## src/rtl/fetch_unit_pkg.sv

```systemverilog
// Shared widths and FSM state encoding for the instruction fetch stage.
package fetch_unit_pkg;

  localparam int unsigned DEFAULT_ADDR_WIDTH  = 8;
  localparam int unsigned DEFAULT_INSTR_WIDTH = 8;

  typedef enum logic [1:0] {
    IDLE = 2'd0,
    RUN  = 2'd1,
    HALT = 2'd2
  } fetch_state_t;

endpackage

```

## src/rtl/fetch_buffer.sv

```systemverilog
// Two-entry FIFO of {instr, pc}; entry 0 is always the head so outputs are plain registers.
module fetch_buffer
  import fetch_unit_pkg::*;
#(
  parameter int unsigned ADDR_WIDTH  = DEFAULT_ADDR_WIDTH,
  parameter int unsigned INSTR_WIDTH = DEFAULT_INSTR_WIDTH
) (
  input  logic                   clk,
  input  logic                   rstbar,
  input  logic                   flush,
  input  logic                   push,
  input  logic [INSTR_WIDTH-1:0] push_instr,
  input  logic [ADDR_WIDTH-1:0]  push_pc,
  input  logic                   pop,
  output logic [1:0]             count,
  output logic [INSTR_WIDTH-1:0] head_instr,
  output logic [ADDR_WIDTH-1:0]  head_pc
);

  logic [INSTR_WIDTH-1:0] tail_instr;
  logic [ADDR_WIDTH-1:0]  tail_pc;

  // Callers only pop when count!=0 and only push when there is room after the pop.
  always_ff @(posedge clk) begin
    if (!rstbar) begin
      count      <= '0;
      head_instr <= '0;
      head_pc    <= '0;
      tail_instr <= '0;
      tail_pc    <= '0;
    end else if (flush) begin
      count <= '0;
    end else begin
      case ({push, pop})
        2'b10: begin
          if (count == 2'd0) begin
            head_instr <= push_instr;
            head_pc    <= push_pc;
          end else begin
            tail_instr <= push_instr;
            tail_pc    <= push_pc;
          end
          count <= count + 2'd1;
        end
        2'b01: begin
          head_instr <= tail_instr;
          head_pc    <= tail_pc;
          count      <= count - 2'd1;
        end
        2'b11: begin
          if (count == 2'd1) begin
            head_instr <= push_instr;
            head_pc    <= push_pc;
          end else begin
            head_instr <= tail_instr;
            head_pc    <= tail_pc;
            tail_instr <= push_instr;
            tail_pc    <= push_pc;
          end
        end
        default: ;
      endcase
    end
  end

endmodule

```

## src/rtl/fetch_unit.sv

```systemverilog
// Instruction fetch stage: owns the PC and fetch FSM, buffers fetched words for the decoder.
module fetch_unit
  import fetch_unit_pkg::*;
#(
  parameter int unsigned ADDR_WIDTH  = DEFAULT_ADDR_WIDTH,
  parameter int unsigned INSTR_WIDTH = DEFAULT_INSTR_WIDTH,
  parameter logic [ADDR_WIDTH-1:0] RESET_PC = '0
) (
  input  logic                   clk,
  input  logic                   rstbar,
  input  logic                   start,
  input  logic                   redirect_valid,
  input  logic [ADDR_WIDTH-1:0]  redirect_addr,
  input  logic                   halt_req,
  output logic [ADDR_WIDTH-1:0]  mem_addr,
  output logic                   mem_rwbar,
  output logic [INSTR_WIDTH-1:0] mem_d_in,
  input  logic [INSTR_WIDTH-1:0] mem_d_out,
  output logic                   instr_valid,
  input  logic                   instr_ready,
  output logic [INSTR_WIDTH-1:0] instr_data,
  output logic [ADDR_WIDTH-1:0]  instr_pc,
  output logic                   halted
);

  fetch_state_t          state, state_next;
  logic [ADDR_WIDTH-1:0] pc;
  logic [1:0]            count;
  logic                  pop, fetch;

  assign mem_addr    = pc;
  assign mem_rwbar   = 1'b1;
  assign mem_d_in    = '0;
  assign instr_valid = (count != 2'd0);
  assign halted      = (state == HALT) && (count == 2'd0);

  // A pop during a redirect is discarded by the flush, so it need not be masked here.
  assign pop   = instr_valid && instr_ready;
  assign fetch = (state == RUN) && !redirect_valid && ((count != 2'd2) || pop);

  always_comb begin
    state_next = state;
    case (state)
      IDLE: if (!redirect_valid && start) state_next = RUN;
      RUN:  if (halt_req)                 state_next = HALT;
      HALT: if (redirect_valid)           state_next = RUN;
      default:                            state_next = IDLE;
    endcase
  end

  always_ff @(posedge clk) begin
    if (!rstbar) begin
      state <= IDLE;
      pc    <= RESET_PC;
    end else begin
      state <= state_next;
      if (redirect_valid) pc <= redirect_addr;
      else if (fetch)     pc <= pc + 1'b1;
    end
  end

  fetch_buffer #(
    .ADDR_WIDTH  (ADDR_WIDTH),
    .INSTR_WIDTH (INSTR_WIDTH)
  ) u_buffer (
    .clk        (clk),
    .rstbar     (rstbar),
    .flush      (redirect_valid),
    .push       (fetch),
    .push_instr (mem_d_out),
    .push_pc    (pc),
    .pop        (pop),
    .count      (count),
    .head_instr (instr_data),
    .head_pc    (instr_pc)
  );

endmodule

```

## config.mk

```make
export PLATFORM = sky130hd
export DESIGN_NAME = fetch_unit
export DESIGN_NICKNAME = d
export VERILOG_FILES = /design/src/rtl/fetch_unit_pkg.sv /design/src/rtl/fetch_buffer.sv /design/src/rtl/fetch_unit.sv
export SDC_FILE = /design/constraint.sdc
export NUM_CORES = 1
export LEC_CHECK = 0
export BUFFER_PORTS_ARGS = -buffer_cell sky130_fd_sc_hd__buf_2
export CAP_MARGIN = 0
export CORE_AREA = 5 5 86 88
export CTS_CLUSTER_DIAMETER = 150
export DETAILED_ROUTE_END_ITERATION = 8
export DIE_AREA = 0 0 91 93
export SYNTH_ARGS = -nofsm -noshare
export SYNTH_HDL_FRONTEND = slang
export SYNTH_SLANG_ARGS = --single-unit
```

## constraint.sdc

```tcl
create_clock -name clk -period 2.07 [get_ports clk]
set_input_delay 0 -clock clk [delete_from_list [all_inputs] [get_ports clk]]
set_output_delay 0 -clock clk [all_outputs]
set_load 0.01 [all_outputs]
```

==> impl_metrics.env, run 1 <==
export IMPL_outcome="finished, final reports clean"
export IMPL_grt_pass1_wl_mm=9.190
export IMPL_antenna_found_initial=0
export IMPL_port_buffers=47
export IMPL_first_pass_iters=4
export IMPL_cts_tree="done"
export IMPL_clk_latency_ns=0.30
export IMPL_rr_startpoint="u_buffer.count[1]"
export IMPL_hpwl_mm=3.676
export IMPL_dpl_cell_area_um2=2489
export IMPL_cts_resized_gates=0
export IMPL_hold_depth=3
export IMPL_dieArea_um2=8463
export IMPL_r2r_end="mem_addr[7]"
export IMPL_grt_pass1_vias=1862
export IMPL_place_congestion=0.7797
export IMPL_die_w_um=91
export IMPL_nets=333
export IMPL_cpPeakStageDelay_ns=0.53
export IMPL_clkTransAtPathRegs_ns=0.09
export IMPL_core_area_um2=6569
export IMPL_synthTopCellsByCount="dfxtp_1 (44), nand2_1 (37), mux2i_1 (18), nor2b_1 (18), a31oi_1 (17)"
export IMPL_finClkSkew_ns=0.005867
export IMPL_via_per_inst=5.023
export IMPL_root_buffer="clkbuf_8"
export IMPL_route_final_wire_length_mm=5.604
export IMPL_syn_inst=252
export IMPL_synth_edf_count=0
export IMPL_worst_slew_pin_slew_ns=0.7249
export IMPL_ant_nets=0
export IMPL_synth_warnings=0
export IMPL_postSynthAreaPerCell_um2=8.798
export IMPL_final_area_um2=2744
export IMPL_critPathLaunch="u_buffer.count[1]"
export IMPL_powerDensity_nw_per_um2=679.2
export IMPL_dieHeight_um=93
export IMPL_crit_buf_inv=1
export IMPL_grt_total_usage_pct=13.36
export IMPL_ctsHoldBuffers=14
export IMPL_min_period_ns=1.893
export IMPL_cp_arrival_ns=2.06
export IMPL_peakVddDrop_mv=0.4457
export IMPL_min_path_type="input port to flop"
export IMPL_synth_flop_cell="dfxtp_1"
export IMPL_synth_seq_cells=44
export IMPL_end_kind="flop"
export IMPL_async_reset_ff_share_pct=0
export IMPL_yosys_cell_count_top_type="dfxtp_1"
export IMPL_period_share_pct=91.46
export IMPL_rows=30
export IMPL_setup_viol=0
export IMPL_yosys_area_top_type="dfxtp_1"
export IMPL_cap_violations=0
export IMPL_worst_r2r_setup_slack_ns=0.18
export IMPL_h_tree_depth=2
export IMPL_report_final_slew_viol_count=0
export IMPL_p_int_mw=1.370
export IMPL_post_drt_wl_per_cell_um=14.44
export IMPL_rsz0062_at_grt="no"
export IMPL_fin_tns_setup_ns=0
export IMPL_comb_power_share_pct=14.0
export IMPL_power_frac_seq_pct=49.2
export IMPL_fillers=665
export IMPL_layout_drive_gt1_share_pct=21.43
export IMPL_crit_chain="inv_1, ha_1, nand2b_1, a2111oi_0, xnor2_1, a21oi_1"
export IMPL_drtIter0Drc=103
export IMPL_slowest_stage="a2111oi_0"
export IMPL_power_net_switching_mw=0.4942
export IMPL_slew_limit_headroom_pct=51.67
export IMPL_postCtsSetupRepairBufs=0
export IMPL_pwr_share_clk_pct=36.8
export IMPL_areaGrowthSynthToFinish_pct=23.76
export IMPL_num_vias=1949
export IMPL_io_pin_count=57
export IMPL_cts_sinks=44
export IMPL_cts_path_max_buffers=2
export IMPL_cp_start_kind="flop"
export IMPL_drcViolationCount=0
export IMPL_fmax_ghz=0.5282
export IMPL_hold_violations=0
export IMPL_min_from="redirect_addr[6]"
export IMPL_start_util_pct=33.75
export IMPL_netSwitchingFraction_pct=26.52
export IMPL_synth_top_cell_area_share_pct=39.73
export IMPL_crit_required_ns=2.24
export IMPL_p_leak_nw=1.029
export IMPL_synth_seq_area_share_pct=39.73
export IMPL_synth_area_leaders="dfxtp_1 (40%), mux2i_1 (8.1%), o221ai_1 (6.3%)"
export IMPL_setup_worst_path_class="flop to flop"
export IMPL_min_to="mem_addr[6]"
export IMPL_antenna_cells=0
export IMPL_rr_worst_depth=6
export IMPL_ys_types=40
export IMPL_cts_buffers=5
export IMPL_crit_fanout=8
export IMPL_syn_area_um2=2217
export IMPL_grt_max_degree=45
export IMPL_grt_overflow=0
export IMPL_crit_family="compound AO/OA/AOI/OAI gates"
-- metal layers --
metal | wire length [um] | global-route usage [%] | vias up
met5 | 0 | 0 | -
met4 | 68 | 4.034 | 0
met3 | 338 | 4.103 | 5
met2 | 2699 | 22.18 | 51
met1 | 2498 | 16.63 | 902
li1 | - | - | 991
-- cell usage in the layout, fill, tap and decap left out, types with 6 or more instances in the layout --
master / instances
nor2b_1: 18
mux2i_1: 18
a21oi_1: 9
o21ai_0: 9
dlygate4sd3_1: 14
buf_2: 47
nor2_1: 6
a31oi_1: 17
conb_1: 9
o221ai_1: 16
buf_4: 9
dfxtp_1: 44
nand2_1: 37
-- cell families (layout without fill, tap and decap cells) --
| group | count (synthesis) | after routing | share of synthesized area [%] |
|---|---|---|---|
| fa+ha+maj | 4 | 4 | 2.257 |
| buf+inv | 35 | 84 | 8.860 |
| other cells | 2 | 9 | 0.3387 |
| compound gates | 63 | 63 | 20.43 |
| flops | 44 | 44 | 39.73 |
| simple gates | 81 | 81 | 18.28 |
| mux | 18 | 18 | 8.126 |
| xor+xnor | 5 | 5 | 1.975 |
-- state kept, by name, indices dropped and copies added, names as in the netlist --
register and cells:
u_buffer.head_instr 8, state 2, u_buffer.head_pc 8, u_buffer.tail_instr 8
mem_addr 8, u_buffer.count 2, u_buffer.tail_pc 8
-- worst max-delay path by stage --
stage	end	slack, ns	cells after the start
4_1_cts	mem_addr[7]	0.18	6
3_5_place_dp	mem_addr[7]	0.20	6
3_3_place_gp	mem_addr[7]	0.23	6
6_report	mem_addr[7]	0.18	6
2_1_floorplan	u_buffer.tail_pc[0]	0.1	7
5_1_grt	u_buffer.head_pc[3]	0.002	7
-- per-stage QoR --
step	total power, mW	worst slack [ns]	util [%]	hold WS, ns	std cells
after floorplan	1.093	0.09988	-	0.1387	259
after global placement	1.176	0.2312	37.89	0.2319	366
after detailed placement	1.179	0.2010	37.89	0.2374	366
after CTS	1.889	0.1769	41.77	0.02444	388
after global routing	1.946	0.001657	41.77	0.03295	388
final	1.864	0.1768	41.77	0.03814	388
-- tightest hold or removal path, cell delays in order --
cell and delay [ns]:
buf_2 0.09, a22o_1 0.13, o21a_1 0.10
-- area by class of cell --
class | instances | area [um2] | share of cell area, %
timing repair buffer | 71 | 462.9 | 16.87
clock buffer | 5 | 68.82 | 2.508
multi-input combinational | 180 | 1166 | 42.50
clock inverter | 3 | 46.29 | 1.687
tap | 80 | 100.1 | 3.648
sequential | 44 | 880.8 | 32.10
inverter | 5 | 18.77 | 0.6840
-- power groups by stage --
stage	registers [mW]	clock network (mW)	logic, mW
after floorplan	0.944	0	0.149
after global placement	0.936	0	0.239
after detailed placement	0.937	0	0.242
after CTS	0.918	0.708	0.263
after global routing	0.922	0.734	0.290
final	0.917	0.686	0.261
Note: power is estimated with default switching activity, not from simulation.
==> run 2, diff against run 1 <==
--- a/config.mk
+++ b/config.mk
@@ -7,10 +7,10 @@
 export LEC_CHECK = 0
 export BUFFER_PORTS_ARGS = -buffer_cell sky130_fd_sc_hd__buf_2
 export CAP_MARGIN = 0
-export CORE_AREA = 5 5 86 88
+export CORE_AREA = 5 5 81 83
 export CTS_CLUSTER_DIAMETER = 150
 export DETAILED_ROUTE_END_ITERATION = 8
-export DIE_AREA = 0 0 91 93
+export DIE_AREA = 0 0 86 88
 export SYNTH_ARGS = -nofsm -noshare
 export SYNTH_HDL_FRONTEND = slang
 export SYNTH_SLANG_ARGS = --single-unit
==> impl_metrics.env, run 2 (same netlist as run 1, synthesis figures left out) <==
export IMPL_outcome="finished, final reports clean"
export IMPL_crit_top_cell="nor2b_1"
export IMPL_antenna_found_initial=0
export IMPL_ant_nets=0
export IMPL_route_final_wire_length_mm=5.480
export IMPL_io_pin_count=57
export IMPL_via_per_inst=5.099
export IMPL_period_share_pct=90.39
export IMPL_p_leak_nw=1.018
export IMPL_grt_pass1_wl_mm=9.294
export IMPL_port_buffers=47
export IMPL_register_area_um2=880.8
export IMPL_cp_start_kind="flop"
export IMPL_report_final_slew_viol_count=0
export IMPL_fmax_ghz=0.5344
export IMPL_place_congestion=0.8427
export IMPL_postCtsSetupRepairBufs=0
export IMPL_start_util_pct=38.35
export IMPL_hpwl_mm=3.613
export IMPL_clk_latency_ns=0.30
export IMPL_cts_buffers=5
export IMPL_crit_buf_inv=2
export IMPL_multiInputGateArea_um2=1176
export IMPL_rows=28
export IMPL_cpPeakStageDelay_ns=0.35
export IMPL_cts_tree="done"
export IMPL_slew_limit_headroom_pct=52.83
export IMPL_mostFrequentLayoutCells="buf_2 (47), dfxtp_1 (44), nand2_1 (37)"
export IMPL_grt_pass1_vias=1954
export IMPL_antenna_cells=0
export IMPL_fin_tns_setup_ns=0
export IMPL_rsz0062_at_grt="no"
export IMPL_powerDensity_nw_per_um2=634.9
export IMPL_setup_viol=0
export IMPL_final_common_cell="buf_2"
export IMPL_worst_slew_pin_slew_ns=0.7076
export IMPL_crit_family="flip-flops"
export IMPL_slowest_stage="dfxtp_1"
export IMPL_grt_total_usage_pct=15.43
export IMPL_utilization_pct=46.93
export IMPL_min_path_type="input port to flop"
export IMPL_grt_overflow=0
export IMPL_peakVddDrop_mv=0.3177
export IMPL_core_area_um2=5781
export IMPL_finClkSkew_ns=0.008161
export IMPL_dieArea_um2=7568
export IMPL_setup_worst_path_class="flop to flop"
export IMPL_nets=332
export IMPL_drtIter0Drc=112
export IMPL_h_tree_depth=2
export IMPL_root_buffer="clkbuf_8"
export IMPL_drcViolationCount=0
export IMPL_min_period_ns=1.871
export IMPL_crit_required_ns=2.27
export IMPL_power_mw=1.722
export IMPL_layout_drive_gt1_share_pct=21.82
export IMPL_cap_violations=0
export IMPL_cp_arrival_ns=2.07
export IMPL_hold_violations=0
export IMPL_cts_path_max_buffers=2
export IMPL_fillers=589
export IMPL_areaGrowthSynthToFinish_pct=22.35
export IMPL_dieHeight_um=88
export IMPL_crit_chain="inv_1, ha_1, nor2b_1, a2111oi_4, buf_12, mux2i_1, nor2b_1"
export IMPL_cts_sinks=44
export IMPL_first_pass_iters=4
export IMPL_crit_fanout=16
export IMPL_grt_max_degree=45
export IMPL_end_kind="flop"
export IMPL_post_drt_wl_per_cell_um=14.35
export IMPL_clkTransAtPathRegs_ns=0.08
export IMPL_die_w_um=86
export IMPL_num_vias=1948
run 2: layout make-up:
cell class | count | share of cell area (%)
Multi-Input combinational cell | 180 | 43.36
Sequential cell | 44 | 32.47
Timing Repair Buffer | 70 | 16.79
Tap cell | 75 | 3.459
Clock buffer | 5 | 2.537
Clock inverter | 3 | 0.6919
Inverter | 5 | 0.6919
run 2: what timing repair did:
action / in CTS / in global routing
hold endpoints to repair: 22 / 0
gates resized for setup: 0 / 2
endpoints found under the setup margin: 0 / 1
hold buffers: 14 / 0
run 2: layer usage:
layer / track usage (%) / wire (um)
met5: 0 / 0
met3: 3.575 / 275
met2: 25.65 / 2553
met1: 19.48 / 2550
met4: 5.755 / 100
run 2: path summary, 6_finish.rpt:
kind | startpoint | to | slack [ns] | depth (start not counted)
worst max register to register | u_buffer.count[0] | u_buffer.tail_pc[0] | 0.20 | 7
worst min register to register | u_buffer.tail_pc[5] | u_buffer.head_pc[5] | 0.48 | 2
worst min-delay path | redirect_addr[2] | mem_addr[2] | 0.04 | 3
worst max-delay path | u_buffer.count[0] | u_buffer.tail_pc[0] | 0.20 | 7
run 2: per-stage QoR:
stage | instance area (um2) | hold WS (ns) | instances | worst slack, ns
finish | 2713 | 0.03601 | 382 | 0.1989
global route | 2713 | 0.04881 | 382 | 0.03196
CTS | 2703 | 0.03139 | 382 | 0.1833
detailed placement | 2475 | 0.2391 | 360 | 0.2076
global placement | 2475 | 0.2314 | 360 | 0.2553
floorplan | 2243 | 0.1387 | 259 | 0.09988
run 2: report_power, final:
group | leakage [nW] | switching, mW | total (mW) | internal [mW]
sequential | 0.358 | 0.0366 | 0.920 | 0.884
combinational | 0.612 | 0.135 | 0.256 | 0.121
clock | 0.0479 | 0.311 | 0.547 | 0.236
total | 1.02 | 0.482 | 1.72 | 1.24
run 2: tightest hold or removal path: cells and delay by family:
| kind | cells | cell delay, ns |
|---|---|---|
| AOI/OAI and AO/OA | 1 | 0.07 |
| and+or+nand+nor | 1 | 0.13 |
| buffers and inverters | 1 | 0.08 |
==> run 3, diff against run 2 <==
--- a/config.mk
+++ b/config.mk
@@ -7,10 +7,10 @@
 export LEC_CHECK = 0
 export BUFFER_PORTS_ARGS = -buffer_cell sky130_fd_sc_hd__buf_2
 export CAP_MARGIN = 0
-export CORE_AREA = 5 5 81 83
+export CORE_AREA = 2 2 78 80
 export CTS_CLUSTER_DIAMETER = 150
 export DETAILED_ROUTE_END_ITERATION = 8
-export DIE_AREA = 0 0 86 88
+export DIE_AREA = 0 0 80 82
 export SYNTH_ARGS = -nofsm -noshare
 export SYNTH_HDL_FRONTEND = slang
 export SYNTH_SLANG_ARGS = --single-unit
==> constraint.sdc (replaced) <==
create_clock -name clk -period 2.07 [get_ports clk]
set_input_delay 0.5175 -clock clk [delete_from_list [all_inputs] [get_ports clk]]
set_output_delay 0.5175 -clock clk [all_outputs]
set_load 0.01 [all_outputs]
==> impl_metrics.env, run 3 (same netlist as run 1, synthesis figures left out) <==
export IMPL_io_pin_count=57
export IMPL_final_common_cell="buf_2"
export IMPL_crit_required_ns=1.55
export IMPL_slew_limit_headroom_pct=65.22
export IMPL_min_path_type="input port to flop"
export IMPL_dieArea_um2=6560
export IMPL_antenna_found_initial=0
export IMPL_cap_violations=0
export IMPL_first_pass_iters=4
export IMPL_outcome="finished, final reports clean"
export IMPL_h_tree_depth=2
export IMPL_cts_tree="done"
export IMPL_die_w_um=80
export IMPL_hpwl_mm=3.508
export IMPL_mostFrequentLayoutCells="buf_2 (47), dfxtp_1 (44), nand2_1 (37)"
export IMPL_report_final_slew_viol_count=0
export IMPL_setup_viol=0
export IMPL_period_share_pct=92.65
export IMPL_layout_drive_gt1_share_pct=22.97
export IMPL_crit_fanout=4
export IMPL_place_congestion=0.8548
export IMPL_cts_sinks=44
export IMPL_root_buffer="clkbuf_8"
export IMPL_core_area_um2=5746
export IMPL_fmax_ghz=0.5214
export IMPL_antenna_cells=0
export IMPL_peakVddDrop_mv=0.3265
export IMPL_ctsHoldBuffers=0
export IMPL_cp_arrival_ns=1.40
export IMPL_cp_start_kind="flop"
export IMPL_cts_buffers=5
export IMPL_cts_resized_gates=0
export IMPL_grt_max_degree=33
export IMPL_areaGrowthSynthToFinish_pct=18.96
export IMPL_clk_latency_ns=0.30
export IMPL_dieHeight_um=82
export IMPL_post_drt_wl_per_cell_um=14.28
export IMPL_clkTransAtPathRegs_ns=0.08
export IMPL_hold_violations=0
export IMPL_route_final_wire_length_mm=5.299
export IMPL_port_buffers=47
export IMPL_rsz0062_at_grt="no"
export IMPL_p_leak_nw=0.9929
export IMPL_num_vias=1913
export IMPL_via_per_inst=5.156
export IMPL_setup_worst_path_class="flop to output port"
export IMPL_start_util_pct=38.59
export IMPL_grt_pass1_vias=1798
export IMPL_drcViolationCount=0
export IMPL_grt_overflow=0
export IMPL_end_kind="output port"
export IMPL_finClkSkew_ns=0.004063
export IMPL_grt_pass1_wl_mm=8.631
export IMPL_postCtsSetupRepairBufs=0
export IMPL_rows=28
export IMPL_cts_path_max_buffers=2
export IMPL_nets=321
export IMPL_powerDensity_nw_per_um2=713.8
export IMPL_ant_nets=0
export IMPL_power_mw=1.883
export IMPL_grt_total_usage_pct=16.74
export IMPL_min_period_ns=1.918
export IMPL_worst_slew_pin_slew_ns=0.5145
export IMPL_fin_tns_setup_ns=0
export IMPL_drtIter0Drc=88
[run 3: changes by cell type in the layout (fill, tap and decap cells not counted), sizes merged]
cell / previous run / this run
clkinv: 3 / 0
buf: 56 / 59
bufinv: 0 / 1
clkbuf: 5 / 7
dlygate4sd3: 14 / 0
[run 3: final timing paths]
check	slack, ns	depth (start not counted)	end	from
worst min-delay path	0.46	3	mem_addr[5]	redirect_addr[5]
worst max register to register	0.20	6	mem_addr[7]	u_buffer.count[1]
worst max-delay path	0.15	5	halted	u_buffer.count[0]
worst min register to register	0.47	2	u_buffer.head_instr[6]	u_buffer.tail_instr[6]
[run 3: power breakdown]
part	internal, mW	switching (mW)
Sequential	0.884	0.0387
Combinational	0.108	0.129
Clock	0.426	0.297
Total	1.42	0.465
[run 3: cell type report]
type,instances,area [um2]
fillers,597,3108
multi-input cells,180,1167
flip-flops and latches,44,880.8
repair buffers,59,350.3
clock buffers,7,96.34
well taps,75,93.84
clock inverters,1,30.03
inverters,5,18.77
[run 3: worst max-delay path: stages, from the launching register on]
cell and delay [ns]:
dfxtp_1 0.32, inv_1 0.12, ha_1 0.26, inv_1 0.07, nor3b_1 0.17, buf_2 0.16
[run 3: through the flow]
step / worst slack [ns] / instance area, um2 / cells / utilization (%) / hold slack [ns]
floorplan: 0.01104 / 2243 / 259 / - / 0.4480
global placement: 0.1124 / 2510 / 363 / 43.68 / 0.4572
detailed placement: 0.1068 / 2510 / 363 / 43.68 / 0.4619
CTS: 0.1350 / 2636 / 371 / 45.88 / 0.4550
global route: 0.02290 / 2638 / 371 / 45.91 / 0.4646
finish: 0.1522 / 2638 / 371 / 45.91 / 0.4601
[run 3: per-layer routing]
metal	share of wire [%]	global-route usage, %
met5	0	0
met4	1.3	6.610
met3	3.9	3.077
met2	46	27.83
met1	48	21.50
